## src/rtl/temporizador_regressivo_mmss.sv

```systemverilog
// mm:ss countdown timer: a BCD down-counter chain (sec units, sec tens,
// min units, min tens) with borrow propagation. An IDLE/RUN/PAUSE/DONE FSM
// controls it. Decrements come from the external tick strobe when
// CLK_DIV=0, or from an internal prescaler every CLK_DIV clocks.
module temporizador_regressivo_mmss #(
  parameter int CLK_DIV = 0
) (
  input  logic       clk,
  input  logic       reset,
  input  logic       tick,
  input  logic       load,
  input  logic [2:0] load_min_t,
  input  logic [3:0] load_min_u,
  input  logic [2:0] load_sec_t,
  input  logic [3:0] load_sec_u,
  input  logic       start,
  input  logic       pause,
  output logic [2:0] min_t,
  output logic [3:0] min_u,
  output logic [2:0] sec_t,
  output logic [3:0] sec_u,
  output logic       running,
  output logic       done,
  output logic       expired
);

  localparam int PW = (CLK_DIV > 1) ? $clog2(CLK_DIV) : 1;
  localparam logic [PW-1:0] PRE_MAX = PW'((CLK_DIV > 0) ? CLK_DIV - 1 : 0);

  typedef enum logic [1:0] {IDLE, RUN, PAUSE, DONE} state_t;

  state_t        state, state_nx;
  logic [2:0]    min_t_nx, sec_t_nx;
  logic [3:0]    min_u_nx, sec_u_nx;
  logic [PW-1:0] pre, pre_nx;
  logic          expired_nx;
  logic          dec_ev;
  logic          is_zero;
  logic          b_su, b_st, b_mu;

  function automatic logic [3:0] clamp_units(input logic [3:0] v);
    return (v > 4'd9) ? 4'd9 : v;
  endfunction

  function automatic logic [2:0] clamp_tens(input logic [2:0] v);
    return (v > 3'd5) ? 3'd5 : v;
  endfunction

  assign running = (state == RUN);
  assign done    = (state == DONE);

  // Decrement strobe source and zero detect of the current count.
  always_comb begin
    dec_ev  = (CLK_DIV == 0) ? tick : (pre == PRE_MAX);
    is_zero = (min_t == 3'd0) && (min_u == 4'd0) &&
              (sec_t == 3'd0) && (sec_u == 4'd0);
  end

  // Next-state, borrow chain and prescaler logic; load beats pause beats start.
  always_comb begin
    state_nx   = state;
    min_t_nx   = min_t;
    min_u_nx   = min_u;
    sec_t_nx   = sec_t;
    sec_u_nx   = sec_u;
    pre_nx     = pre;
    expired_nx = 1'b0;
    b_su       = 1'b0;
    b_st       = 1'b0;
    b_mu       = 1'b0;
    if (load) begin
      min_t_nx = clamp_tens(load_min_t);
      min_u_nx = clamp_units(load_min_u);
      sec_t_nx = clamp_tens(load_sec_t);
      sec_u_nx = clamp_units(load_sec_u);
      pre_nx   = '0;
      state_nx = IDLE;
    end else begin
      case (state)
        RUN: begin
          if (pause) begin
            state_nx = PAUSE;
          end else begin
            if (CLK_DIV > 0) pre_nx = dec_ev ? '0 : pre + PW'(1);
            if (dec_ev) begin
              b_su     = (sec_u == 4'd0);
              sec_u_nx = b_su ? 4'd9 : sec_u - 4'd1;
              if (b_su) begin
                b_st     = (sec_t == 3'd0);
                sec_t_nx = b_st ? 3'd5 : sec_t - 3'd1;
              end
              if (b_su && b_st) begin
                b_mu     = (min_u == 4'd0);
                min_u_nx = b_mu ? 4'd9 : min_u - 4'd1;
              end
              if (b_su && b_st && b_mu)
                min_t_nx = (min_t == 3'd0) ? 3'd5 : min_t - 3'd1;
              // RUN never holds 00:00, so a zero result is always the last step.
              if ((min_t_nx == 3'd0) && (min_u_nx == 4'd0) &&
                  (sec_t_nx == 3'd0) && (sec_u_nx == 4'd0)) begin
                state_nx   = DONE;
                expired_nx = 1'b1;
              end
            end
          end
        end
        IDLE, PAUSE: begin
          if (start && !is_zero) begin
            state_nx = RUN;
            pre_nx   = '0;
          end
        end
        default: ;
      endcase
    end
  end

  // State, digit, prescaler and expiry registers with synchronous active-low reset.
  always_ff @(posedge clk) begin
    if (!reset) begin
      state   <= IDLE;
      min_t   <= 3'd0;
      min_u   <= 4'd0;
      sec_t   <= 3'd0;
      sec_u   <= 4'd0;
      pre     <= '0;
      expired <= 1'b0;
    end else begin
      state   <= state_nx;
      min_t   <= min_t_nx;
      min_u   <= min_u_nx;
      sec_t   <= sec_t_nx;
      sec_u   <= sec_u_nx;
      pre     <= pre_nx;
      expired <= expired_nx;
    end
  end

endmodule

```

## config.mk

```make
export PLATFORM = sky130hd
export DESIGN_NAME = temporizador_regressivo_mmss
export DESIGN_NICKNAME = d
export VERILOG_FILES = /design/src/rtl/temporizador_regressivo_mmss.sv
export SDC_FILE = /design/constraint.sdc
export NUM_CORES = 1
export LEC_CHECK = 0
export CAP_MARGIN = 20
export CORE_MARGIN = 1
export CORE_UTILIZATION = 44
export DETAILED_ROUTE_END_ITERATION = 8
export GPL_TIMING_DRIVEN = 0
export PLACE_DENSITY = 0.79
export REMOVE_ABC_BUFFERS = 1
export SYNTH_ARGS = -nofsm -noshare
export SYNTH_HDL_FRONTEND = slang
export SYNTH_SLANG_ARGS = --single-unit
```

## constraint.sdc

```tcl
create_clock -name clk -period 2.3 [get_ports clk]
set_input_delay 0.69 -clock clk [delete_from_list [all_inputs] [get_ports clk]]
set_output_delay 0.69 -clock clk [all_outputs]
set_load 0.01 [all_outputs]
```

Word level (Yosys, flattened, before mapping)
Cells that the tools add are included.
{ "op_classes": {"bitwise": 3, "n_lt_le_gt_ge": 4, "n_addsub": 4, "muxes": 55, "reduce_logical": 27, "eq_ne": 7} }
{ "ops": {"columns": ["op", "count"], "rows": [
  ["two-way mux 4 bit", 17],
  ["two-way mux 3 bit", 22],
  ["logical NOT 4 bit", 4],
  ["logical NOT 3 bit", 4],
  ["two-way mux 1 bit", 11],
  ["logical AND 1 bit", 9],
  ["greater-than comparator 4 bit, second input constant", 2],
  ["two-way mux 2 bit", 4],
  ["subtractor 4 x 1 -> 4 bit, second input constant", 2],
  ["greater-than comparator 3 bit, second input constant", 2],
  ["nonzero test 2 bit", 3],
  ["subtractor 3 x 1 -> 3 bit, second input constant", 2],
  ["OR reduction 5 bit", 1],
  ["equality test 2 bit, second input constant", 2],
  ["!= test 2 bit, second input constant", 2],
  ["one-hot mux 2 bit (2 select lines)", 1],
  ["AND reduction 4 bit", 1],
  ["OR reduction 2 bit", 2],
  ["!= test 3 x 2 -> 1 bit, second input constant", 1],
  ["!= test 3 bit, second input constant", 1],
  ["inverter 1 bit", 3],
  ["AND reduction 3 bit", 1],
  ["equality test 2 x 1 -> 1 bit, second input constant", 1],
  ["logical NOT 2 bit", 1],
  ["logical NOT 1 bit", 1]
]} }
{ "word_totals": {"elab_cells": 106, "reg_bits": 17, "out_inout_bits": 17, "input_bits": 20} }

Depth between registers and ports, before layout
Gate-level depths: netlist of run 1.
{ "logic_depth": {"ltp_word": 26, "depth_mapped": 6, "ltp_nobuf": 4} }

Worst setup path before layout of run 1
OpenSTA, ideal clock, no wires.
{ "synth_timing": {"path_kind": "input-to-reg", "start": "input pause", "end": "register min_u[0]", "setup_slack_ns": 0.568, "setup_ns": 0.086, "cell_stages": 5, "t_required_ns": 2.214, "arrival_ns": 1.646, "path_buffers": 1, "cell_sequence": "nand4bb_1 buf_2 nor4_4 xnor2_1 a221oi_2"} }
{ "synth_between": {"elab_chain_len": 2} }
{ "synth_rtl": {"columns": ["element", "line_no", "text"], "rows": [
  ["from (decl)", "17", "input logic pause,"],
  ["!= test 2 bit (no source line)", null, null],
  ["AND reduction 3 bit (no source line)", null, null],
  ["to (signal assigned)", "131", "min_u <= min_u_nx;"],
  ["to (decl)", "19", "output logic [3:0] min_u,"]
]} }
Every way passes these cells.
A chain may end at the register's enable or synchronous reset.

Final worst setup path of run 1
{ "layout_timing": {"start": "register state[0]", "end": "output running"} }
{ "layout_between": {"elab_chain_len": 1} }
{ "layout_rtl": {"columns": ["element", "line_no", "text"], "rows": [
  ["from (decl)", "32", "state_t state, state_nx;"],
  ["from (signal assigned)", "129", "state <= state_nx;"],
  ["equality test 2 x 1 -> 1 bit", "49", "assign running = (state == RUN);"],
  ["to (decl)", "22", "output logic running,"]
]} }
Every way passes these cells.

==> results of run 1 <==
[worst reg2reg max path, delay by kind of cell (launching register included)]
family / cells / cell delay [ns]
flip-flops: 1 / 0.41
AND/OR/NAND/NOR: 4 / 1.38
[placed cells by master (no fill, tap or decap), drive strengths merged]
| cell | netlist | routed |
|---|---|---|
| nand2b | 1 | 1 |
| o21a | 2 | 2 |
| o31ai | 2 | 2 |
| or3 | 2 | 2 |
| a211oi | 4 | 4 |
| o22ai | 1 | 1 |
| nor2b | 3 | 3 |
| nand4 | 5 | 5 |
| nand3 | 6 | 6 |
| a221oi | 2 | 2 |
| nand3b | 1 | 1 |
| o21ai | 8 | 8 |
| a21oi | 4 | 4 |
| ha | 1 | 1 |
| nand2 | 11 | 11 |
| mux2i | 1 | 1 |
| a21boi | 1 | 1 |
| clkbuf | 4 | 3 |
| clkdlybuf4s50 | 0 | 36 |
| nor4 | 6 | 6 |
| or4 | 2 | 2 |
| a32oi | 1 | 1 |
| and2 | 1 | 1 |
| nor4b | 4 | 4 |
| o211ai | 1 | 1 |
| xnor2 | 5 | 5 |
| o31a | 1 | 1 |
| and4bb | 1 | 1 |
| clkinv | 1 | 2 |
| a31oi | 2 | 2 |
| o32ai | 1 | 1 |
| or2 | 1 | 1 |
| inv | 5 | 5 |
| o311ai | 1 | 1 |
| nor3b | 2 | 2 |
| nand4bb | 1 | 1 |
| dfxtp | 17 | 17 |
| nor3 | 4 | 4 |
| nor2 | 14 | 14 |
| a2111oi | 1 | 1 |
[kinds of logic (layout without fill, tap and decap cells)]
family          Yosys count  after routing
compound gates           32             32
xor+xnor                  5              5
fa+ha+maj                 1              1
buf+inv                  12             46
flops                    17             17
mux                       1              1
simple gates             65             65
[cell type report]
cell class | instances | area share [%]
Multi-Input combinational cell | 104 | 47.1
Timing Repair Buffer | 36 | 24.2
Sequential cell | 17 | 22.9
Tap cell | 28 | 2.35
Inverter | 6 | 1.60
Clock buffer | 3 | 1.51
Clock inverter | 1 | 0.336
[sequential cells by signal (all words and copies together) (netlist names)]
register and cells:
min_u 4, expired 1, min_t 3, sec_t 3, state 2, sec_u 4
[per-layer routing]
| metal | part of all wire [%] | GRT usage (%) | routed length [microns] | vias up |
|---|---|---|---|---|
| met5 | 0 | 0 | 0 | - |
| met4 | 0.94 | 6.76 | 27 | 0 |
| met3 | 3.8 | 2.98 | 110 | 4 |
| met2 | 49 | 42.4 | 1400 | 33 |
| met1 | 46 | 29.9 | 1330 | 559 |
| li1 | - | - | - | 576 |
[how the worst max path moves through the flow]
stage	start	end	slack (ns)
floorplan	pause	min_u[0]	0.42
global placement	load	min_t[1]	-0.31
detailed placement	load	state[1]	-0.36
CTS	pause	min_u[0]	0.09
global route	state[0]	running	0.04
finish	state[0]	running	0.1
[power groups by stage]
stage | clock network [mW] | logic (mW) | registers, mW
6_report | 0.164 | 0.180 | 0.346
5_1_grt | 0.176 | 0.197 | 0.349
4_1_cts | 0.167 | 0.179 | 0.345
3_5_place_dp | 0 | 0.177 | 0.351
3_3_place_gp | 0 | 0.174 | 0.348
2_1_floorplan | 0 | 0.0823 | 0.350
[per-stage QoR]
step | std cells | util, % | hold slack, ns
2_1_floorplan | 127 | - | 0.518
4_1_cts | 195 | 65.5 | 0.524
5_1_grt | 195 | 66.0 | 0.547
3_5_place_dp | 191 | 64.0 | 0.511
3_3_place_gp | 191 | 64.0 | 0.495
6_report | 195 | 66.0 | 0.523
[repair_timing]
item,CTS,global route
gates resized for setup,3,1
endpoints found under the setup margin,7,1
hold endpoints to repair,0,0
pin swaps,0,0
==> flow_metrics.env, run 1 <==
export IMPL_grt_pass1_vias=1117
export IMPL_skew_ns=0.0148
export IMPL_route_detailed_drc=0
export IMPL_cts_buffers=3
export IMPL_regToRegSetupSlack_ns=0.45
export IMPL_postPlaceCellArea_sq_mm=0.00144
export IMPL_cts_buffer_depth=2
export IMPL_place_ws_ns=-0.363
export IMPL_cp_depth=2
export IMPL_maxSlewHeadroom_pct=65.6
export IMPL_dp_hpwl_mm=2.09
export IMPL_rr_startpoint="sec_u[1]"
export IMPL_path_max_fanout=8
export IMPL_slowest_stage="clkdlybuf4s50_1"
export IMPL_tightest_slew_ns=0.512
export IMPL_crit_type="flip-flop to output pin"
export IMPL_final_hold_violation_count=0
export IMPL_synth_avg_cell_area_sq_um=8.06
export IMPL_area_growth_pct=38.9
export IMPL_routed_wl_mm=2.88
export IMPL_crit_chain="nor2b_1 > clkdlybuf4s50_1"
export IMPL_r2r_worst_path_cells=4
export IMPL_yosys_area_share_simple_pct=37.0
export IMPL_syn_area_sq_mm=0.00107
export IMPL_p_sw_mw=0.215
export IMPL_nFillCells=214
export IMPL_num_rows=17
export IMPL_p_total_mw=0.690
export IMPL_io_pins=37
export IMPL_synth_top_area_cell="dfxtp_1"
export IMPL_p_sw_share_pct=31.1
export IMPL_synth_adder_area_share_pct=1.17
export IMPL_p_leak_nw=0.486
export IMPL_max_freq_mhz=454
export IMPL_worst_setup_path_end_kind="output pin"
export IMPL_max_stage_delay_ns=0.55
export IMPL_start_util_pct=47.6
export IMPL_holdPathEnd="min_t[2]"
export IMPL_hold_depth=2
export IMPL_grt_use_total_pct=23.9
export IMPL_min_delay_start="min_t[2]"
export IMPL_vias_per_cell=6.01
export IMPL_power_density_mw_per_mm2=463
export IMPL_multi_input_area_sq_um=701
export IMPL_path_delay_family="buffers and inverters"
export IMPL_seq_area_frac_synth_pct=31.7
export IMPL_setup_viol=0
export IMPL_nets=189
export IMPL_setup_slack_ns=0.0991
export IMPL_post_route_period_util_pct=95.7
export IMPL_clockRootBuffer="clkbuf_4"
export IMPL_clk_latency_ns=0.29
export IMPL_intPower_mw=0.475
export IMPL_run_status="finished clean"
export IMPL_wl_per_cell_microns=14.7
export IMPL_ir_drop_v=0.000253
export IMPL_grt_first_pass_wirelength_mm=4.82
export IMPL_synth_edf_count=0
export IMPL_hold_buffers=0
export IMPL_yosysUniqueCellTypes=47
export IMPL_synthXorXnorAreaFrac_pct=4.08
export IMPL_netlist_instances=133
export IMPL_p_seq_share_pct=50.1
export IMPL_yosys_top_cells_area="dfxtp_1 32%, nor2_1 4.9%, xnor2_1 4.1%, nand2_1 3.9%, o21ai_0 3.7%"
export IMPL_overflow=0
export IMPL_antenna_left=0
export IMPL_yosys_mux_area_fraction_pct=0.933
export IMPL_path_buf_inv=1
export IMPL_final_max_slew_viol_count=0
export IMPL_htreeDepth=1
export IMPL_path_clk_slew_ns=0.10
export IMPL_combPwrFrac_pct=26.1
export IMPL_final_layout_size_suffix_gt1_share_pct=8.98
export IMPL_grt_max_degree=18
export IMPL_synth_top_area_share_pct=31.7
export IMPL_worstPathRequired_ns=1.61
export IMPL_ys_warn_count=0
export IMPL_ys_flop_type="dfxtp_1"
export IMPL_ff_latch_area_sq_um=342
export IMPL_portBuffers=36
export IMPL_synth_compound_area_share_pct=20.7
export IMPL_min_path_type="flip-flop to flip-flop"
export IMPL_drt_iter0_markers=28
export IMPL_cap_violations=0
export IMPL_p_clk_share_pct=23.8
export IMPL_final_area_sq_mm=0.00149
export IMPL_fp_dieW_microns=51.4
export IMPL_yosys_top_cells_count="17 x dfxtp_1, 14 x nor2_1, 11 x nand2_1, 8 x o21ai_0, 6 x nand3_1"
export IMPL_fp_dieH_microns=51.4
export IMPL_vias=1172
export IMPL_rsz0062_at_grt="false"
export IMPL_cp_start_kind="flip-flop"
export IMPL_die_area_sq_mm=0.00264
export IMPL_async_flop_share_pct=0
export IMPL_cts_sinks=17
export IMPL_cts_tree="done"
export IMPL_finalSetupTns_ns=0
export IMPL_postSynthRegisterBits=17
export IMPL_yosysMostFrequentCell="dfxtp_1"
export IMPL_critPathArrivalTime_ns=1.51
export IMPL_cts_setup_buffers=0
export IMPL_diodes=0
export IMPL_core_area_sq_mm=0.00225
export IMPL_synth_top_family_by_area="simple AND/OR/NAND/NOR gates"
export IMPL_min_period_ns=2.20
export IMPL_reg2reg_to="min_t[2]"
export IMPL_dr_pass1_iters=4
export IMPL_gp_congestion=0.852
export IMPL_grt_antenna_before_repair=0
No activity file was read; power rests on OpenSTA's default activity.
==> inputs of run 2 (changes only) <==
Settings changed: CORE_UTILIZATION 44 to 40, PLACE_DENSITY 0.79 to 0.76, REMOVE_ABC_BUFFERS 1 to unset.
Clock period 2.3 ns to 1.9 ns, I/O delays scaled along.
==> run 2 against run 1 <==
Net effect: the flow now finishes with violations (negative setup slack); die area rose by 9.6%; critical path depth is 1 lower; clock power increased by 23%; hold slack gained 0.021 ns; power increased by 23%; register-to-register slack worse by 0.36 ns; sequential cell count is the same; final area up 1.6%.
==> flow_metrics.env, run 2 (synthesized netlist as in run 1, its figures left out) <==
export IMPL_critPathArrivalTime_ns=1.34
export IMPL_diodes=0
export IMPL_final_common_cell="clkdlybuf4s50_1"
export IMPL_power_density_mw_per_mm2=559
export IMPL_cts_setup_buffers=0
export IMPL_final_max_slew_viol_count=0
export IMPL_clockRootBuffer="clkbuf_4"
export IMPL_gp_congestion=0.839
export IMPL_route_detailed_drc=0
export IMPL_skew_ns=0.00353
export IMPL_cts_sinks=17
export IMPL_place_ws_ns=-0.323
export IMPL_fp_dieH_microns=53.8
export IMPL_maxSlewHeadroom_pct=66.6
export IMPL_htreeDepth=1
export IMPL_worstPathRequired_ns=1.33
export IMPL_path_max_fanout=6
export IMPL_final_hold_violation_count=0
export IMPL_ir_drop_v=0.000364
export IMPL_grt_antenna_before_repair=0
export IMPL_dp_hpwl_mm=2.24
export IMPL_violations="negative setup slack"
export IMPL_cap_violations=0
export IMPL_cts_buffers=3
export IMPL_overflow=0
export IMPL_cp_start_kind="flip-flop"
export IMPL_nFillCells=233
export IMPL_routed_wl_mm=3.03
export IMPL_min_path_type="flip-flop to flip-flop"
export IMPL_final_cell_mix="33 x clkdlybuf4s50_1, 14 x nor2_1, 11 x nand2_1"
export IMPL_p_leak_nw=0.511
export IMPL_antenna_left=0
export IMPL_path_clk_slew_ns=0.10
export IMPL_min_period_ns=1.91
export IMPL_tightest_slew_ns=0.497
export IMPL_area_growth_pct=41.1
export IMPL_final_layout_size_suffix_gt1_share_pct=14.5
export IMPL_reg_largest_list="min_u x4, sec_u x4"
export IMPL_hold_buffers=0
export IMPL_setup_slack_ns=-0.00904
export IMPL_ff_latch_area_sq_um=357
export IMPL_rsz0062_at_grt="true"
export IMPL_worst_setup_path_end_kind="output pin"
export IMPL_start_util_pct=42.9
export IMPL_crit_chain="clkdlybuf4s50_1"
export IMPL_dp_cells=198
export IMPL_slowest_stage="clkdlybuf4s50_1"
export IMPL_nets=194
export IMPL_path_delay_family="buffers and inverters"
export IMPL_p_total_mw=0.846
export IMPL_finalNonFillerCells=202
export IMPL_portBuffers=35
export IMPL_post_route_period_util_pct=100
export IMPL_run_status="finished, violations left"
export IMPL_cts_buffer_depth=2
export IMPL_core_area_sq_mm=0.00250
export IMPL_cts_tree="done"
export IMPL_clk_latency_ns=0.30
export IMPL_wl_per_cell_microns=15.0
export IMPL_vias=1211
export IMPL_io_pins=37
export IMPL_max_stage_delay_ns=0.58
export IMPL_dr_pass1_iters=4
export IMPL_finalSetupTns_ns=-0.00904
export IMPL_die_area_sq_mm=0.00289
export IMPL_setup_viol=1
export IMPL_grt_use_total_pct=24.3
export IMPL_multi_input_area_sq_um=693
export IMPL_path_buf_inv=1
export IMPL_max_freq_mhz=524
export IMPL_final_util_pct=60.5
export IMPL_num_rows=18
export IMPL_synth_net_count=154
export IMPL_grt_max_degree=11
export IMPL_fp_dieW_microns=53.8
export IMPL_crit_type="flip-flop to output pin"
export IMPL_drt_iter0_markers=30
export IMPL_vias_per_cell=6.00
export IMPL_grt_pass1_vias=1128
export IMPL_grt_first_pass_wirelength_mm=5.10
run 2: changes by cell type in the layout (fill, tap and decap cells not counted), sizes merged:
| cell | change |
|---|---|
| clkdlybuf4s50 | -3 |
| dlygate4sd2 | +2 |
| buf | +2 |
| clkbuf | +5 |
| clkinv | -1 |
run 2: final timing paths:
check | slack (ns) | end | start | cells past startpoint
max | -0.009 | sec_t[1] | sec_t[1] | 1
min | 0.54 | sec_t[1] | sec_t[2] | 2
max reg2reg | 0.09 | min_t[2] | sec_u[1] | 4
min reg2reg | 0.54 | sec_t[1] | sec_t[2] | 2
run 2: cell type report:
cell class                 count  area share, %
buffer                         6           1.90
clock buffer                   4           1.74
inverter                       6           1.49
multi-input combinational    104           45.8
sequential                    17           23.6
tap                           30           2.48
timing repair buffer          35           23.0
run 2: report_power, final:
part           internal (mW)  switching [mW]  leakage, nW
logic                  0.122           0.111        0.352
registers              0.378          0.0322        0.144
clock network         0.0818           0.120       0.0150
run 2: metal layers:
metal	track usage, %	vias up	routed length, microns
met5	0	-	0
met4	8.77	0	25
met3	4.24	4	191
met2	40.1	55	1470
met1	31.2	570	1340
li1	-	582	-
run 2: what timing repair did:
item / 4_1_cts / 5_1_grt
pin swaps: 0 / 3
setup endpoints to repair: 10 / 10
gates resized for setup: 13 / 5
hold endpoints to repair: 0 / 0
run 2: through the flow:
stage                     hold slack, ns  cell area (sq um)
after CTS                          0.537               1510
after global placement             0.504               1460
after global routing               0.558               1510
after detailed placement           0.517               1460
final                              0.544               1510
after floorplan                    0.518               1070
==> inputs of run 3 (changes only) <==
Settings changed: CAP_MARGIN 20 to unset.
==> results of run 3 <==
Final layout, timing and power as in run 2 (identical DEF).
